**src/rtl/lif_array.sv**
```systemverilog
// Array of independent leaky integrate-and-fire neurons with adaptive threshold and leak.
// Define LIF_REFRACTORY_EN to add a per-channel refractory period after each spike.
module lif_array #(
  parameter int N_CH       = 4,
  parameter int W          = 8,
  parameter int THR_INIT   = 127,
  parameter int BETA_SHIFT = 3,
  parameter int REFRAC_CYC = 2,
  localparam int SW        = (N_CH > 1) ? $clog2(N_CH) : 1
) (
  input  logic              clk,
  input  logic              rst,
  input  logic              step,
  input  logic [N_CH*W-1:0] current,
  input  logic              learn_thr,
  input  logic              learn_beta,
  input  logic [SW-1:0]     sel,
  output logic [W-1:0]      state_out,
  output logic [N_CH-1:0]   spike,
  output logic [15:0]       spike_cnt
);

  localparam logic [W-1:0] MEM_MAX  = '1;
  localparam logic [W-1:0] THR_RST  = W'(THR_INIT);
  localparam logic [2:0]   BETA_RST = 3'(BETA_SHIFT);

  logic [W-1:0]    mem_q  [N_CH];
  logic [W-1:0]    mem_d  [N_CH];
  logic [W-1:0]    thr_q  [N_CH];
  logic [W-1:0]    thr_d  [N_CH];
  logic [2:0]      beta_q [N_CH];
  logic [2:0]      beta_d [N_CH];
  logic [N_CH-1:0] spike_q;
  logic [15:0]     cnt_q;
  logic [15:0]     cnt_d;

  logic [W-1:0]    leaked  [N_CH];
  logic [W:0]      sum_ext [N_CH];
  logic [W-1:0]    sum_sat [N_CH];
  logic [N_CH-1:0] fire;
  logic [N_CH-1:0] refr;
  logic [4:0]      pop;
  logic [16:0]     cnt_ext;

`ifdef LIF_REFRACTORY_EN
  localparam logic [3:0] REFRAC_LD = 4'(REFRAC_CYC);
  logic [3:0] rcnt_q [N_CH];
  logic [3:0] rcnt_d [N_CH];
`endif

  always_comb begin
    pop  = '0;
    fire = '0;
    refr = '0;
    for (int k = 0; k < N_CH; k++) begin
      leaked[k]  = mem_q[k] - (mem_q[k] >> beta_q[k]);
      sum_ext[k] = {1'b0, leaked[k]} + {1'b0, current[k*W +: W]};
      sum_sat[k] = sum_ext[k][W] ? MEM_MAX : sum_ext[k][W-1:0];
      thr_d[k]   = thr_q[k];
      beta_d[k]  = beta_q[k];
`ifdef LIF_REFRACTORY_EN
      rcnt_d[k]  = rcnt_q[k];
      refr[k]    = (rcnt_q[k] != 4'd0);
`endif
      // The comparison always uses the threshold held before this step.
      fire[k]    = !refr[k] && (sum_sat[k] >= thr_q[k]);
      mem_d[k]   = sum_sat[k];
      if (refr[k]) begin
        // Refractory: leak only, input and learning are ignored.
        mem_d[k] = leaked[k];
`ifdef LIF_REFRACTORY_EN
        rcnt_d[k] = rcnt_q[k] - 4'd1;
`endif
      end else begin
        if (fire[k]) begin
          mem_d[k] = sum_sat[k] - thr_q[k];
`ifdef LIF_REFRACTORY_EN
          rcnt_d[k] = REFRAC_LD;
`endif
        end
        if (learn_thr) begin
          if (fire[k]) begin
            if (thr_q[k] != MEM_MAX) thr_d[k] = thr_q[k] + 1'b1;
          end else if (thr_q[k] > THR_RST) begin
            thr_d[k] = thr_q[k] - 1'b1;
          end
        end
        if (learn_beta) begin
          if (fire[k]) begin
            if (beta_q[k] > 3'd1) beta_d[k] = beta_q[k] - 3'd1;
          end else if (beta_q[k] < BETA_RST) begin
            beta_d[k] = beta_q[k] + 3'd1;
          end
        end
      end
      pop = pop + 5'(fire[k]);
    end
    cnt_ext = {1'b0, cnt_q} + 17'(pop);
    cnt_d   = cnt_ext[16] ? 16'hFFFF : cnt_ext[15:0];
  end

  always_ff @(posedge clk) begin
    if (rst) begin
      for (int k = 0; k < N_CH; k++) begin
        mem_q[k]  <= '0;
        thr_q[k]  <= THR_RST;
        beta_q[k] <= BETA_RST;
`ifdef LIF_REFRACTORY_EN
        rcnt_q[k] <= '0;
`endif
      end
      spike_q <= '0;
      cnt_q   <= '0;
    end else if (step) begin
      for (int k = 0; k < N_CH; k++) begin
        mem_q[k]  <= mem_d[k];
        thr_q[k]  <= thr_d[k];
        beta_q[k] <= beta_d[k];
`ifdef LIF_REFRACTORY_EN
        rcnt_q[k] <= rcnt_d[k];
`endif
      end
      spike_q <= fire;
      cnt_q   <= cnt_d;
    end else begin
      spike_q <= '0;
    end
  end

  always_comb begin
    state_out = '0;
    for (int k = 0; k < N_CH; k++) begin
      if (SW'(k) == sel) state_out = mem_q[k];
    end
  end

  assign spike     = spike_q;
  assign spike_cnt = cnt_q;

endmodule

```
**config.mk**
```make
export PLATFORM = sky130hd
export DESIGN_NAME = lif_array
export DESIGN_NICKNAME = d
export VERILOG_FILES = /design/src/rtl/lif_array.sv
export SDC_FILE = /design/constraint.sdc
export NUM_CORES = 1
export LEC_CHECK = 0
export CAP_MARGIN = 20
export CORE_UTILIZATION = 52
export CTS_CLUSTER_DIAMETER = 200
export CTS_CLUSTER_SIZE = 20
export DETAILED_ROUTE_END_ITERATION = 6
export MAX_ROUTING_LAYER = met4
export PLACE_DENSITY = 0.71
export RECOVER_POWER = 50
export SYNTH_ARGS = -nofsm -noshare
export SYNTH_HDL_FRONTEND = slang
export SYNTH_SLANG_ARGS = --single-unit
```
**constraint.sdc**
```tcl
create_clock -name clk -period 7.76 [get_ports clk]
set_clock_uncertainty 0.05 [all_clocks]
set_input_delay 1.164 -clock clk [delete_from_list [all_inputs] [get_ports clk]]
set_output_delay 1.164 -clock clk [all_outputs]
set_load 0.02 [all_outputs]
```
==> impl_metrics.env <==
export IMPL_grt_pass1_wl_mm=37.7
export IMPL_rows=51
export IMPL_cts_num_sinks=96
export IMPL_dp_final_hpwl_mm=17.8
export IMPL_die_h_um=143
export IMPL_fmax_ghz=0.139
export IMPL_start_kind="register"
export IMPL_area_growth_pct=12.2
export IMPL_cp_end_kind="register"
export IMPL_min_from="spike_cnt[8]"
export IMPL_totalWireLength_mm=23.2
export IMPL_criticalPathCategory="register to register"
export IMPL_core_area_mm2=0.0195
export IMPL_nNetsFinal=1414
export IMPL_syn_inst=1168
export IMPL_status="complete, but fails checks"
export IMPL_regToRegEndpoint="spike_cnt[15]"
export IMPL_drt_vias_per_instance=5.69
export IMPL_drtIter0Drc=363
export IMPL_antenna_found_initial=0
export IMPL_fin_crit_sh_pct=92.7
export IMPL_num_vias=8517
export IMPL_final_cell_mix="128 x ha_1, 94 x nor2_1, 92 x nand2_1"
export IMPL_cp_required_ns=7.95
export IMPL_start_util_pct=53.1
export IMPL_clock_root_buffer="clkbuf_16"
export IMPL_syn_avg_cell_area_um2=8.87
export IMPL_clk_latency_ns=0.35
export IMPL_clk_pin_slew_ns=0.07
export IMPL_clockBufferDepth=2
export IMPL_critPathArrivalTime_ns=7.39
export IMPL_die_w_um=143
export IMPL_cts_tree="built"
export IMPL_relSlewSlack_pct=-56.3
export IMPL_wire_per_inst_um=15.5
export IMPL_hold_class="register to register"
export IMPL_grt_overflow_total=0
export IMPL_violations="capacitance limit, slew limit"
export IMPL_fin_crit_ns=7.19
export IMPL_die_area_mm2=0.0205
export IMPL_nFillCells=1749
export IMPL_rr_worst_depth=26
export IMPL_yosysSeqAreaShare_pct=25.9
export IMPL_syn_area_mm2=0.0104
export IMPL_hold_depth=2
export IMPL_hold_viol_final=0
export IMPL_final_common_cell="ha_1"
export IMPL_crit_fanout=9
export IMPL_grt_max_degree=37
export IMPL_holdBufCountCts=0
export IMPL_worstMarginPinSlew_ns=2.34
export IMPL_grt_usage_pct=23.9
export IMPL_hold_path_end="spike_cnt[8]"
export IMPL_synth_edf_count=76
export IMPL_finalSetupViolations=0
export IMPL_r2r_start="beta_q[0][0]"
export IMPL_ys_warn_count=0
export IMPL_synthArstFlopShare_pct=0
export IMPL_cts_buffers=9
export IMPL_synth_flop_cell="edfxtp_1"
export IMPL_ios=67
export IMPL_r2r_setup_slack_ns=0.57
export IMPL_final_antenna_net_count=0
export IMPL_port_buffer_count=66
export IMPL_grt_pass1_vias=7816
export IMPL_fin_setup_tns_ns=0
export IMPL_synth_distinct_cells=73
export IMPL_drv_slew=70
export IMPL_cap_violations=2
export IMPL_syn_nets=1354
export IMPL_cts_max_level=3
export IMPL_dr_pass1_iters=7
export IMPL_layout_drive_gt1_share_pct=6.33
export IMPL_place_congestion=0.900
export IMPL_antenna_cells=0
export IMPL_drc_errors=0
export IMPL_synth_seq_cells=96
[cell type report]
type                    count  area (um2)  share of cell area (%)
inverters                  95         359                    3.09
repair buffers             84         798                    6.86
clock buffers              14         264                    2.27
clock inverters             2        13.8                   0.118
multi-input cells         942        7180                    61.8
flip-flops and latches     96        2680                    23.1
well taps                 265         332                    2.85
[cell usage after synthesis (4+ instances only)]
master	count	area (um2)
a211oi_1	35	263
a21boi_0	5	37.5
a21o_1	24	180
a21oi_1	89	445
a31oi_1	11	68.8
and3_1	6	37.5
clkbuf_1	27	101
dfxtp_1	20	400
edfxtp_1	76	2280
fa_1	19	380
ha_1	128	1600
inv_1	91	342
mux2_2	8	90.1
mux2i_1	40	400
mux4_2	11	248
nand2_1	92	345
nand2b_1	21	131
nand3_1	20	100
nand4_1	16	100
nor2_1	94	353
nor2b_1	26	163
nor3_1	27	135
o21ai_0	81	405
o21bai_1	11	82.6
o311ai_0	4	35.0
o31ai_1	9	67.6
o41ai_1	4	35.0
or2_2	6	37.5
or3_1	9	56.3
xnor2_1	49	429
xor2_1	35	307
[worst max-delay path, cell delays in order (launching register included)]
cell and delay, ns:
edfxtp_1 0.49, mux4_2 0.53, mux2i_1 0.29, ha_1 0.29, a21o_1 0.16, a21oi_1 0.21
a2bb2oi_1 0.24, a21oi_1 0.11, xor2_1 0.17, ha_1 0.24, or2_2 0.35, o32ai_4 0.43
nor2b_1 0.26, ha_1 0.21, inv_1 0.06, fa_1 0.39, nand3_1 0.10, nand4_1 0.15
a221oi_4 0.31, fa_1 0.47, fa_1 0.41, nor2b_1 0.13, o211ai_1 0.14, or3_1 0.43
nor3_1 0.19, mux2i_1 0.22, nor2_1 0.05
[layer usage]
layer  wire (um)  vias up  GRT usage [%]  part of all wire, %
met5           0        -              -                    0
met4         348        0           6.28                  1.5
met3         727       18           2.11                  3.1
met2       10200      152           35.9                   44
met1       11900     3960           34.3                   51
li1            -     4387              -                    -
[registers in the layout (all words and copies together) (netlist names)]
signal,cells
spike_cnt,16
thr_q,32
spike,4
beta_q,12
mem_q,32
[worst max-delay path by stage]
stage                  from       endpoint  slack (ns)
2_1_floorplan  beta_q[0][0]  spike_cnt[13]        0.56
3_3_place_gp   beta_q[2][1]  spike_cnt[13]        0.44
3_5_place_dp   beta_q[2][1]  spike_cnt[12]        0.33
4_1_cts        beta_q[2][1]  spike_cnt[12]        0.32
5_1_grt        beta_q[2][1]  spike_cnt[12]      -0.008
6_report       beta_q[0][0]  spike_cnt[15]        0.57
[stage by stage]
step | cells | area (um2) | worst slack, ns | hold slack, ns | utilization [%]
2_1_floorplan | 1168 | 10400 | 0.563 | 0.514 | -
3_3_place_gp | 1475 | 11300 | 0.442 | 0.467 | 57.8
3_5_place_dp | 1475 | 11300 | 0.333 | 0.465 | 57.8
4_1_cts | 1491 | 11600 | 0.321 | 0.479 | 59.3
5_1_grt | 1498 | 11600 | -0.00833 | 0.491 | 59.6
6_report | 1498 | 11600 | 0.565 | 0.475 | 59.6
[cell families after synthesis]
family	Yosys count	share of synthesized area [%]
simple gates	331	15.3
xor+xnor	85	7.25
compound gates	320	20.4
flops	96	25.9
fa+ha+maj	147	19.1
mux	59	7.12
buf+inv	130	4.94
[what timing repair did]
item	4_1_cts	5_1_grt
buffers inserted	0	7
resized for setup	0	2
endpoints found under the setup margin	0	13
Power is left out: the tool's default activity adds up to more than one toggle a clock period on the data nets, which glitch-free logic cannot reach.
